`config.mk`:
```
export PLATFORM = sky130hd
export DESIGN_NAME = fb_write_coalescer
export DESIGN_NICKNAME = d
export VERILOG_FILES = /design/src/rtl/fbw_pkg.sv /design/src/rtl/fbw_addr_calc.sv /design/src/rtl/fb_write_coalescer.sv
export SDC_FILE = /design/constraint.sdc
export NUM_CORES = 1
export LEC_CHECK = 0
export ABC_AREA = 1
export BUFFER_PORTS_ARGS = -buffer_cell sky130_fd_sc_hd__buf_2
export CAP_MARGIN = 20
export CORE_AREA = 2 2 178 180
export DETAILED_ROUTE_END_ITERATION = 12
export DIE_AREA = 0 0 180 182
export GPL_ROUTABILITY_DRIVEN = 0
export PLACE_DENSITY = 0.72
export SYNTH_ARGS = -nofsm -noshare
export SYNTH_HDL_FRONTEND = slang
export SYNTH_SLANG_ARGS = --single-unit
```
`constraint.sdc`:
```
create_clock -name clk -period 4.18 [get_ports clk]
set_clock_uncertainty 0.15 [all_clocks]
set_input_delay 0.627 -clock clk [delete_from_list [all_inputs] [get_ports clk]]
set_output_delay 0.627 -clock clk [all_outputs]
set_load 0.1 [all_outputs]
```
`src/rtl/fbw_pkg.sv`:
```
// Shared constants and the framebuffer write-word payload for fb_write_coalescer.
package fbw_pkg;

    localparam int unsigned PIX_PER_WORD = 8;
    localparam int unsigned WORD_BYTES   = 16;
    localparam int unsigned PIX_W        = 16;
    localparam int unsigned DATA_W       = PIX_PER_WORD * PIX_W;
    localparam int unsigned MASK_W       = WORD_BYTES;
    localparam int unsigned COORD_W      = 10;
    localparam int unsigned LANE_W       = 3;
    localparam int unsigned GX_W         = COORD_W - LANE_W;
    localparam int unsigned FBW_ADDR_W   = 28;

    typedef struct packed {
        logic [FBW_ADDR_W-1:0] addr;
        logic [DATA_W-1:0]     data;
        logic [MASK_W-1:0]     mask;
    } fb_word_t;

endpackage

```
`src/rtl/fbw_addr_calc.sv`:
```
// Registered framebuffer byte address of an 8-pixel group: FB_BASE + (y*FB_WIDTH + gx*8)*2.
module fbw_addr_calc
    import fbw_pkg::*;
#(
    parameter int unsigned       FB_WIDTH = 640,
    parameter int unsigned       ADDR_W   = FBW_ADDR_W,
    parameter logic [ADDR_W-1:0] FB_BASE  = '0
) (
    input  logic               clk,
    input  logic               rst_n,
    input  logic               load,
    input  logic [COORD_W-1:0] y,
    input  logic [GX_W-1:0]    gx,
    output logic [ADDR_W-1:0]  addr_q
);

    localparam int unsigned CALC_W = (ADDR_W > 32) ? ADDR_W : 32;

    logic [CALC_W-1:0] pix_idx;
    logic [ADDR_W-1:0] addr_d;

    always_comb begin
        pix_idx = CALC_W'(y) * CALC_W'(FB_WIDTH) + CALC_W'({gx, 3'b000});
        addr_d  = addr_q;
        if (load) begin
            addr_d = ADDR_W'(CALC_W'(FB_BASE) + (pix_idx << 1));
        end
    end

    always_ff @(posedge clk or negedge rst_n) begin
        if (!rst_n) begin
            addr_q <= '0;
        end else begin
            addr_q <= addr_d;
        end
    end

endmodule

```
`src/rtl/fb_write_coalescer.sv`:
```
// Merges span-ordered pixels into 128-bit masked framebuffer write words.
// Optional FBW_STATS_EN adds pixel/word/drop statistics counters.
module fb_write_coalescer
    import fbw_pkg::*;
#(
    parameter int unsigned       FB_WIDTH   = 640,
    parameter int unsigned       FB_HEIGHT  = 480,
    parameter int unsigned       ADDR_W     = FBW_ADDR_W,
    parameter logic [ADDR_W-1:0] FB_BASE    = '0,
    parameter int unsigned       IDLE_FLUSH = 16
) (
    input  logic               clk,
    input  logic               rst_n,
    input  logic [COORD_W-1:0] in_x,
    input  logic [COORD_W-1:0] in_y,
    input  logic [PIX_W-1:0]   in_color,
    input  logic               in_valid,
    output logic               in_ready,
    input  logic               flush_req,
    output logic [ADDR_W-1:0]  out_addr,
    output logic [DATA_W-1:0]  out_data,
    output logic [MASK_W-1:0]  out_mask,
    output logic               out_valid,
    input  logic               out_ready,
`ifdef FBW_STATS_EN
    output logic [31:0]        stat_pixels,
    output logic [31:0]        stat_words,
    output logic [15:0]        stat_dropped,
`endif
    output logic               idle
);

    localparam int unsigned CNT_W = 8;

    logic               rst_done_q;
    logic               acc_valid_q, acc_valid_d;
    logic [COORD_W-1:0] acc_y_q, acc_y_d;
    logic [GX_W-1:0]    acc_gx_q, acc_gx_d;
    logic [DATA_W-1:0]  acc_data_q, acc_data_d;
    logic [MASK_W-1:0]  acc_mask_q, acc_mask_d;
    logic [ADDR_W-1:0]  acc_addr_q;
    logic [CNT_W-1:0]   idle_cnt_q, idle_cnt_d;
    logic               flush_pend_q, flush_pend_d;
    fb_word_t           out_word_q, out_word_d;
    logic               out_valid_q, out_valid_d;
    logic               idle_q, idle_d;

    logic slot_free_c, accept_c, in_range_c, acc_in_c, same_grp_c;
    logic timeout_c, flush_c, start_c;

    // Input handshake depends only on the output slot, never on the pixel coordinates.
    always_comb begin
        slot_free_c = !out_valid_q || out_ready;
        in_ready    = rst_done_q && slot_free_c;
        accept_c    = in_valid && in_ready;
        in_range_c  = (32'(in_x) < FB_WIDTH) && (32'(in_y) < FB_HEIGHT);
        acc_in_c    = accept_c && in_range_c;
        same_grp_c  = (in_y == acc_y_q) && (in_x[COORD_W-1:LANE_W] == acc_gx_q);
        timeout_c   = (idle_cnt_q == CNT_W'(IDLE_FLUSH));
        flush_c     = slot_free_c && acc_valid_q &&
                      ((acc_mask_q == '0) || timeout_c || flush_pend_q ||
                       (acc_in_c && !same_grp_c));
        start_c     = acc_in_c && (flush_c || !acc_valid_q);
    end

    fbw_addr_calc #(
        .FB_WIDTH (FB_WIDTH),
        .ADDR_W   (ADDR_W),
        .FB_BASE  (FB_BASE)
    ) u_addr_calc (
        .clk    (clk),
        .rst_n  (rst_n),
        .load   (start_c),
        .y      (in_y),
        .gx     (in_x[COORD_W-1:LANE_W]),
        .addr_q (acc_addr_q)
    );

    // Accumulator: a flushed word frees it; an accepted pixel either starts it fresh or merges.
    always_comb begin
        acc_valid_d = acc_valid_q;
        acc_y_d     = acc_y_q;
        acc_gx_d    = acc_gx_q;
        acc_data_d  = acc_data_q;
        acc_mask_d  = acc_mask_q;
        if (flush_c) begin
            acc_valid_d = 1'b0;
        end
        if (start_c) begin
            acc_valid_d = 1'b1;
            acc_y_d     = in_y;
            acc_gx_d    = in_x[COORD_W-1:LANE_W];
            acc_data_d  = '0;
            acc_mask_d  = '1;
        end
        if (acc_in_c) begin
            for (int k = 0; k < int'(PIX_PER_WORD); k++) begin
                if (in_x[LANE_W-1:0] == LANE_W'(k)) begin
                    acc_data_d[k*PIX_W +: PIX_W] = in_color;
                    acc_mask_d[k*2 +: 2]         = 2'b00;
                end
            end
        end
    end

    // Idle timer and explicit flush request bookkeeping.
    always_comb begin
        idle_cnt_d = idle_cnt_q;
        if (acc_in_c || !acc_valid_q) begin
            idle_cnt_d = '0;
        end else if (!timeout_c) begin
            idle_cnt_d = idle_cnt_q + CNT_W'(1);
        end

        flush_pend_d = flush_pend_q;
        if (flush_c || !acc_valid_q) begin
            flush_pend_d = 1'b0;
        end
        if (flush_req) begin
            flush_pend_d = 1'b1;
        end
    end

    always_comb begin
        out_word_d  = out_word_q;
        out_valid_d = out_valid_q && !out_ready;
        if (flush_c) begin
            out_word_d.addr = FBW_ADDR_W'(acc_addr_q);
            out_word_d.data = acc_data_q;
            out_word_d.mask = acc_mask_q;
            out_valid_d     = 1'b1;
        end
        idle_d = !acc_valid_d && !out_valid_d && !flush_pend_d;
    end

    always_ff @(posedge clk or negedge rst_n) begin
        if (!rst_n) begin
            rst_done_q   <= 1'b0;
            acc_valid_q  <= 1'b0;
            acc_y_q      <= '0;
            acc_gx_q     <= '0;
            acc_data_q   <= '0;
            acc_mask_q   <= '1;
            idle_cnt_q   <= '0;
            flush_pend_q <= 1'b0;
            out_word_q   <= '{addr: '0, data: '0, mask: '1};
            out_valid_q  <= 1'b0;
            idle_q       <= 1'b1;
        end else begin
            rst_done_q   <= 1'b1;
            acc_valid_q  <= acc_valid_d;
            acc_y_q      <= acc_y_d;
            acc_gx_q     <= acc_gx_d;
            acc_data_q   <= acc_data_d;
            acc_mask_q   <= acc_mask_d;
            idle_cnt_q   <= idle_cnt_d;
            flush_pend_q <= flush_pend_d;
            out_word_q   <= out_word_d;
            out_valid_q  <= out_valid_d;
            idle_q       <= idle_d;
        end
    end

    assign out_addr  = ADDR_W'(out_word_q.addr);
    assign out_data  = out_word_q.data;
    assign out_mask  = out_word_q.mask;
    assign out_valid = out_valid_q;
    assign idle      = idle_q;

`ifdef FBW_STATS_EN
    logic [31:0] stat_pixels_q, stat_pixels_d;
    logic [31:0] stat_words_q, stat_words_d;
    logic [15:0] stat_dropped_q, stat_dropped_d;

    always_comb begin
        stat_pixels_d  = stat_pixels_q + 32'(acc_in_c);
        stat_words_d   = stat_words_q + 32'(out_valid_q && out_ready);
        stat_dropped_d = stat_dropped_q + 16'(accept_c && !in_range_c);
    end

    always_ff @(posedge clk or negedge rst_n) begin
        if (!rst_n) begin
            stat_pixels_q  <= '0;
            stat_words_q   <= '0;
            stat_dropped_q <= '0;
        end else begin
            stat_pixels_q  <= stat_pixels_d;
            stat_words_q   <= stat_words_d;
            stat_dropped_q <= stat_dropped_d;
        end
    end

    assign stat_pixels  = stat_pixels_q;
    assign stat_words   = stat_words_q;
    assign stat_dropped = stat_dropped_q;
`endif

endmodule
```
-- Yosys cells after proc, flatten, opt, wreduce, memory -nomap -nowiden
Index checks and enable logic that the tools add are counted.
- input port bits: 41
- bits in registers: 372
- reductions and logical operators: 27
- equal/unequal tests: 11
- multipliers: 1
- add/sub/neg operators: 2
- muxes and demuxes: 27
- $lt $le $gt $ge: 2
- operator list (cell ; count):
    2-to-1 mux 128 bit ; 2
    2-to-1 mux 16 bit ; 10
    adder 20 x 10 -> 21 bit ; 1
    zero test 16 bit ; 1
    2-to-1 mux 2 bit ; 8
    2-to-1 mux 8 bit ; 2
    multiplier 10 x 3 -> 13 bit, second input constant ; 1
    == test 3 bit, second input constant ; 4
    logical AND 1 bit ; 12
    == test 10 bit ; 1
    < comparator 10 bit, second input constant ; 1
    < comparator 10 x 9 -> 1 bit, second input constant ; 1
    adder 8 x 1 -> 8 bit, second input constant ; 1
    == test 8 x 5 -> 1 bit, second input constant ; 1
    == test 7 bit ; 1
    zero test 1 bit ; 7
    == test 3 x 2 -> 1 bit, second input constant ; 2
    logical OR 1 bit ; 6
    2-to-1 mux 1 bit ; 5
    == test 3 x 1 -> 1 bit, second input constant ; 1
    zero test 3 bit ; 1
    inequality test 2 x 1 -> 1 bit, second input constant ; 1

-- Longest topological paths before layout
- depth after elaboration: 14
- gate-level depth with buffers: 16

-- By module
From an unflattened synthesis, not the netlist that was laid out.
- cells, all modules: 1911
- area, all modules: 15977.8 um^2
- modules (own cells, without submodules) (module ; times used ; seq. area each (um^2) ; cells each ; area each (um^2)):
    fb_write_coalescer ; 1 ; 8699.6 ; 1695 ; 14400.1
    fbw_addr_calc ; 1 ; 450.4 ; 216 ; 1577.8

-- Worst setup path before layout
OpenSTA, ideal clock, no wires.
- kind: in2reg
- from: input in_y[1]
- to: register u_addr_calc.addr_q[18]
- required time: 3.913 ns
- library setup time: 0.117 ns
- stages: 12
- arrival: 2.487 ns
- setup slack: 1.427 ns
- path through: ha_1 ha_1 fa_1 xnor2_1 nor3_1 nand3_1 nor2_1 nand2_1 nand2_1 nand2_1 nand3_1 nand2_1
- longest elaborated chain between the ends: 8
- RTL lines (item ; RTL line ; source):
    start, declared ; fb_write_coalescer.sv:15 ; input logic [COORD_W-1:0] in_y,
    parallel branches: the longest is 8 deep, another holds adder 20 x 10 -> 21 bit ; n/a ;
    end signal, assigned ; fbw_addr_calc.sv:34 ; addr_q <= addr_d;
    end, declared ; fbw_addr_calc.sv:14 ; output logic [ADDR_W-1:0] addr_q
Several ways; the timed one is not identified.
A chain may end at the register's enable or synchronous reset.

-- Worst setup path after layout
- from: register acc_mask_q[2]
- to: register acc_data_q[92]
- longest elaborated chain between the ends: 10
- RTL lines (item ; RTL line ; source):
    start, declared ; fb_write_coalescer.sv:40 ; logic [MASK_W-1:0] acc_mask_q, acc_mask_d;
    start signal, assigned ; fb_write_coalescer.sv:155 ; acc_mask_q <= acc_mask_d;
    zero test 16 bit * ; fb_write_coalescer.sv:61 ; ((acc_mask_q == '0) || timeout_c || flush_pend_q ||
    logical OR 1 bit * (3 in a row) ; fb_write_coalescer.sv:61 ;
    logical AND 1 bit * ; fb_write_coalescer.sv:60 ; flush_c = slot_free_c && acc_valid_q &&
    logical OR 1 bit * ; fb_write_coalescer.sv:63 ; start_c = acc_in_c && (flush_c || !acc_valid_q);
    logical AND 1 bit * ; fb_write_coalescer.sv:63 ;
    2-to-1 mux 128 bit * ; fb_write_coalescer.sv:89 ; if (start_c) begin
    2-to-1 mux 16 bit ; fb_write_coalescer.sv:98 ; if (in_x[LANE_W-1:0] == LANE_W'(k)) begin
    2-to-1 mux 128 bit * ; fb_write_coalescer.sv:96 ; if (acc_in_c) begin
    via acc_data_d[92] ; fb_write_coalescer.sv:39 ; logic [DATA_W-1:0] acc_data_q, acc_data_d;
    end signal, assigned ; fb_write_coalescer.sv:154 ; acc_data_q <= acc_data_d;
    end, declared ; fb_write_coalescer.sv:39 ;
Mark *: on every way through the listed nets, which the timed path passes. The rest lies on a longest branch.

==> out/results.tsv <==
metric	value	unit
Yosys Warn Count	0	
Peak VDD IR	0.680	mV
post-synth top area cell	dfrtp_1	
Hold Buf Count CTS	0	
Primary FF master, synth	dfrtp_1	
H-tree levels	2	
WS Path Type	reg2reg	
largest cells by area after synthesis	dfrtp_1 52%, nand2_1 17%, dfstp_2 5.7%	
Slew Limit Fails	0	
final setup slack of the worst path	0.980	ns
count leader, synth	nand2_1	
wire per inst	15.3	um
setup violators final	0	
DP Area	16600	um^2
Yosys top cell area share	0.519	
area of the multi-input gates	5260	um^2
die height	182	um
Ant. Diodes	0	
run status	finished, final reports clean	
TritonCTS clock tree	built	
CTS resizes	0	
Setup crit start kind	register	
RR Startpoint	acc_mask_q[2]	
dpl ws	0.665	ns
Starting Density	0.493	
Die Wd	180	um
drt first pass iters	5	
min Tclk post-route	3.20	ns
Finished Cell Area	17700	um^2
Core Rows	65	
Setup crit end kind	register	
Worst EP arrival	3.51	ns
Mapped Area	15300	um^2
Post-synth top cells	707 x nand2_1, 317 x dfrtp_1, 202 x inv_1	
initial antenna violation count	1	
worst-path cell chain	inv_1, nand4_1, nor2_1, nand3_1, nand2_1, inv_1, nand2_2, nand2_8, nand2_1, nand2_4, buf_12, nand2_1, nand2_1	
asr flop ratio synth	1.00	
Syn Area/Cell	8.28	um^2
clock tree buffer depth	3	
first-pass GRT wire length	60.2	mm
worst relative slew slack	0.363	
slowest CP cell	dfstp_2	
drt first-iter violations	855	
hold slack final	0.0755	ns
max-cap violation count	0	
PwrDens	860	nW/um^2
CTS Sinks	350	
ANT nets after route	0	
Total GRT Usage	0.230	
Root Buffer	clkbuf_16	
synthesis-stage register bit count	350	
Critical path origin	acc_mask_q[2]	
count of final hold-check violations	0	
port bufs	205	
die area	32800	um^2
FILL cells	2824	
fmax	312	MHz
clock-pin slew of the registers on the worst-case setup and hold paths	0.06	ns
share of layout cells above drive strength 1	0.165	
setup bufs post-CTS	0	
Fin Setup TNS	0	ns
drt drc	0	
worst slew pin tran	0.956	ns
most frequent CP cell	nand2_1	
Netlist cell types	35	
post-DP HPWL	24.1	mm
EDFF count, synth	0	
RSZ-0062 raised after global routing	false	
final wirelength	37.2	mm
P_leak	9.69	nW
Required @ worst endpoint	4.49	ns
via count	12000	
HP Class	in2async	
Vias/cell	4.92	
Synth Instances	1846	
worst-path maximum fanout	109	
fin nets	2069	
cts bufs inserted	37	
I/O Pins	216	
register area share after synthesis	0.576	
Slowest Stage Delay on Critical Path	0.51	ns
Overflow after GRT	0	
Area Overhead vs Synth	16.0	%
Final Cycle Share	0.766	
clock latency on the worst-skew pair	0.52	ns
Reg area	8800	um^2
largest net degree at the start of global routing	239	
Core Footprint	31000	um^2
vias in the first global route	11300	
==> flip-flops by register name, summed over array words and instances (netlist names) <==
| signal | flops |
|---|---|
| out_data | 128 |
| acc_valid_q | 1 |
| out_valid | 1 |
| out_addr | 18 |
| acc_y_q | 10 |
| acc_data_q | 128 |
| idle_cnt_q | 8 |
| out_mask | 16 |
| rst_done_q | 1 |
| acc_mask_q | 16 |
| idle | 1 |
| u_addr_calc.addr_q | 14 |
| flush_pend_q | 1 |
| acc_gx_q | 7 |
==> critical path: cells and delay by family (launching register included) <==
| family | cells | cell delay [ns] |
|---|---|---|
| buf+inv | 3 | 0.63 |
| simple gates | 10 | 1.77 |
| flops | 1 | 0.51 |
==> routing by layer <==
| metal | part of all wire | GRT usage |
|---|---|---|
| met5 | 0.00035 | 0 |
| met4 | 0.022 | 0.0611 |
| met3 | 0.065 | 0.0421 |
| met2 | 0.47 | 0.365 |
| met1 | 0.44 | 0.327 |
==> cell usage in the layout (no fill, tap or decap), types with 6 or more instances in the layout <==
cell | netlist | final
nand2_1 | 707 | 706
clkbuf_1 | 57 | 13
buf_2 | 39 | 204
xnor2_1 | 10 | 10
xor2_1 | 6 | 6
a21oi_2 | 10 | 10
a21oi_1 | 14 | 14
clkbuf_8 | 0 | 6
ha_1 | 21 | 21
nor2_1 | 152 | 152
dfrtp_1 | 317 | 317
o21ai_0 | 155 | 155
inv_1 | 202 | 202
dfstp_2 | 33 | 33
conb_1 | 2 | 11
nand3b_1 | 6 | 6
buf_4 | 10 | 13
clkbuf_16 | 0 | 39
nand3_1 | 61 | 61
==> through the flow <==
step	utilization	power, mW	std cells
2_1_floorplan	-	10.8	1855
3_3_place_gp	0.534	12.0	2368
3_5_place_dp	0.534	12.1	2368
4_1_cts	0.573	15.4	2435
5_1_grt	0.573	16.1	2435
6_report	0.573	15.3	2435
==> layout make-up <==
type,count,share of cell area
timing repair buffer,223,0.0695
multi-input combinational,1189,0.296
inverter,204,0.0432
sequential,350,0.496
clock inverter,9,0.00430
clock buffer,58,0.0624
tap,402,0.0283
==> kinds of logic after synthesis <==
| kind of cell | synth area share |
|---|---|
| AO/OA/AOI/OAI | 0.0641 |
| XOR/XNOR | 0.00917 |
| adder cells (fa/ha/maj) | 0.0198 |
| buffers and inverters | 0.0842 |
| flip-flops | 0.576 |
| other | 0.000491 |
| AND/OR/NAND/NOR | 0.247 |
==> worst paths after layout <==
check,cells past startpoint,slack [ns],end
max reg2reg,13,0.98,acc_data_q[92]
max,13,0.98,acc_data_q[92]
min,1,0.08,acc_data_q[36]
max in group asynchronous,2,2.82,acc_mask_q[4]
min reg2reg,2,0.32,out_addr[8]
min in group clk,3,0.22,flush_pend_q
==> where the power goes <==
part           internal (mW)  leakage [nW]  switching (mW)  total, mW
logic                   1.18          4.60            5.67       6.85
clock network           1.89         0.583            1.30       3.19
registers               4.64          4.52           0.582       5.22
total                   7.71          9.69            7.55       15.3
Note: power is estimated with default switching activity, not from simulation.
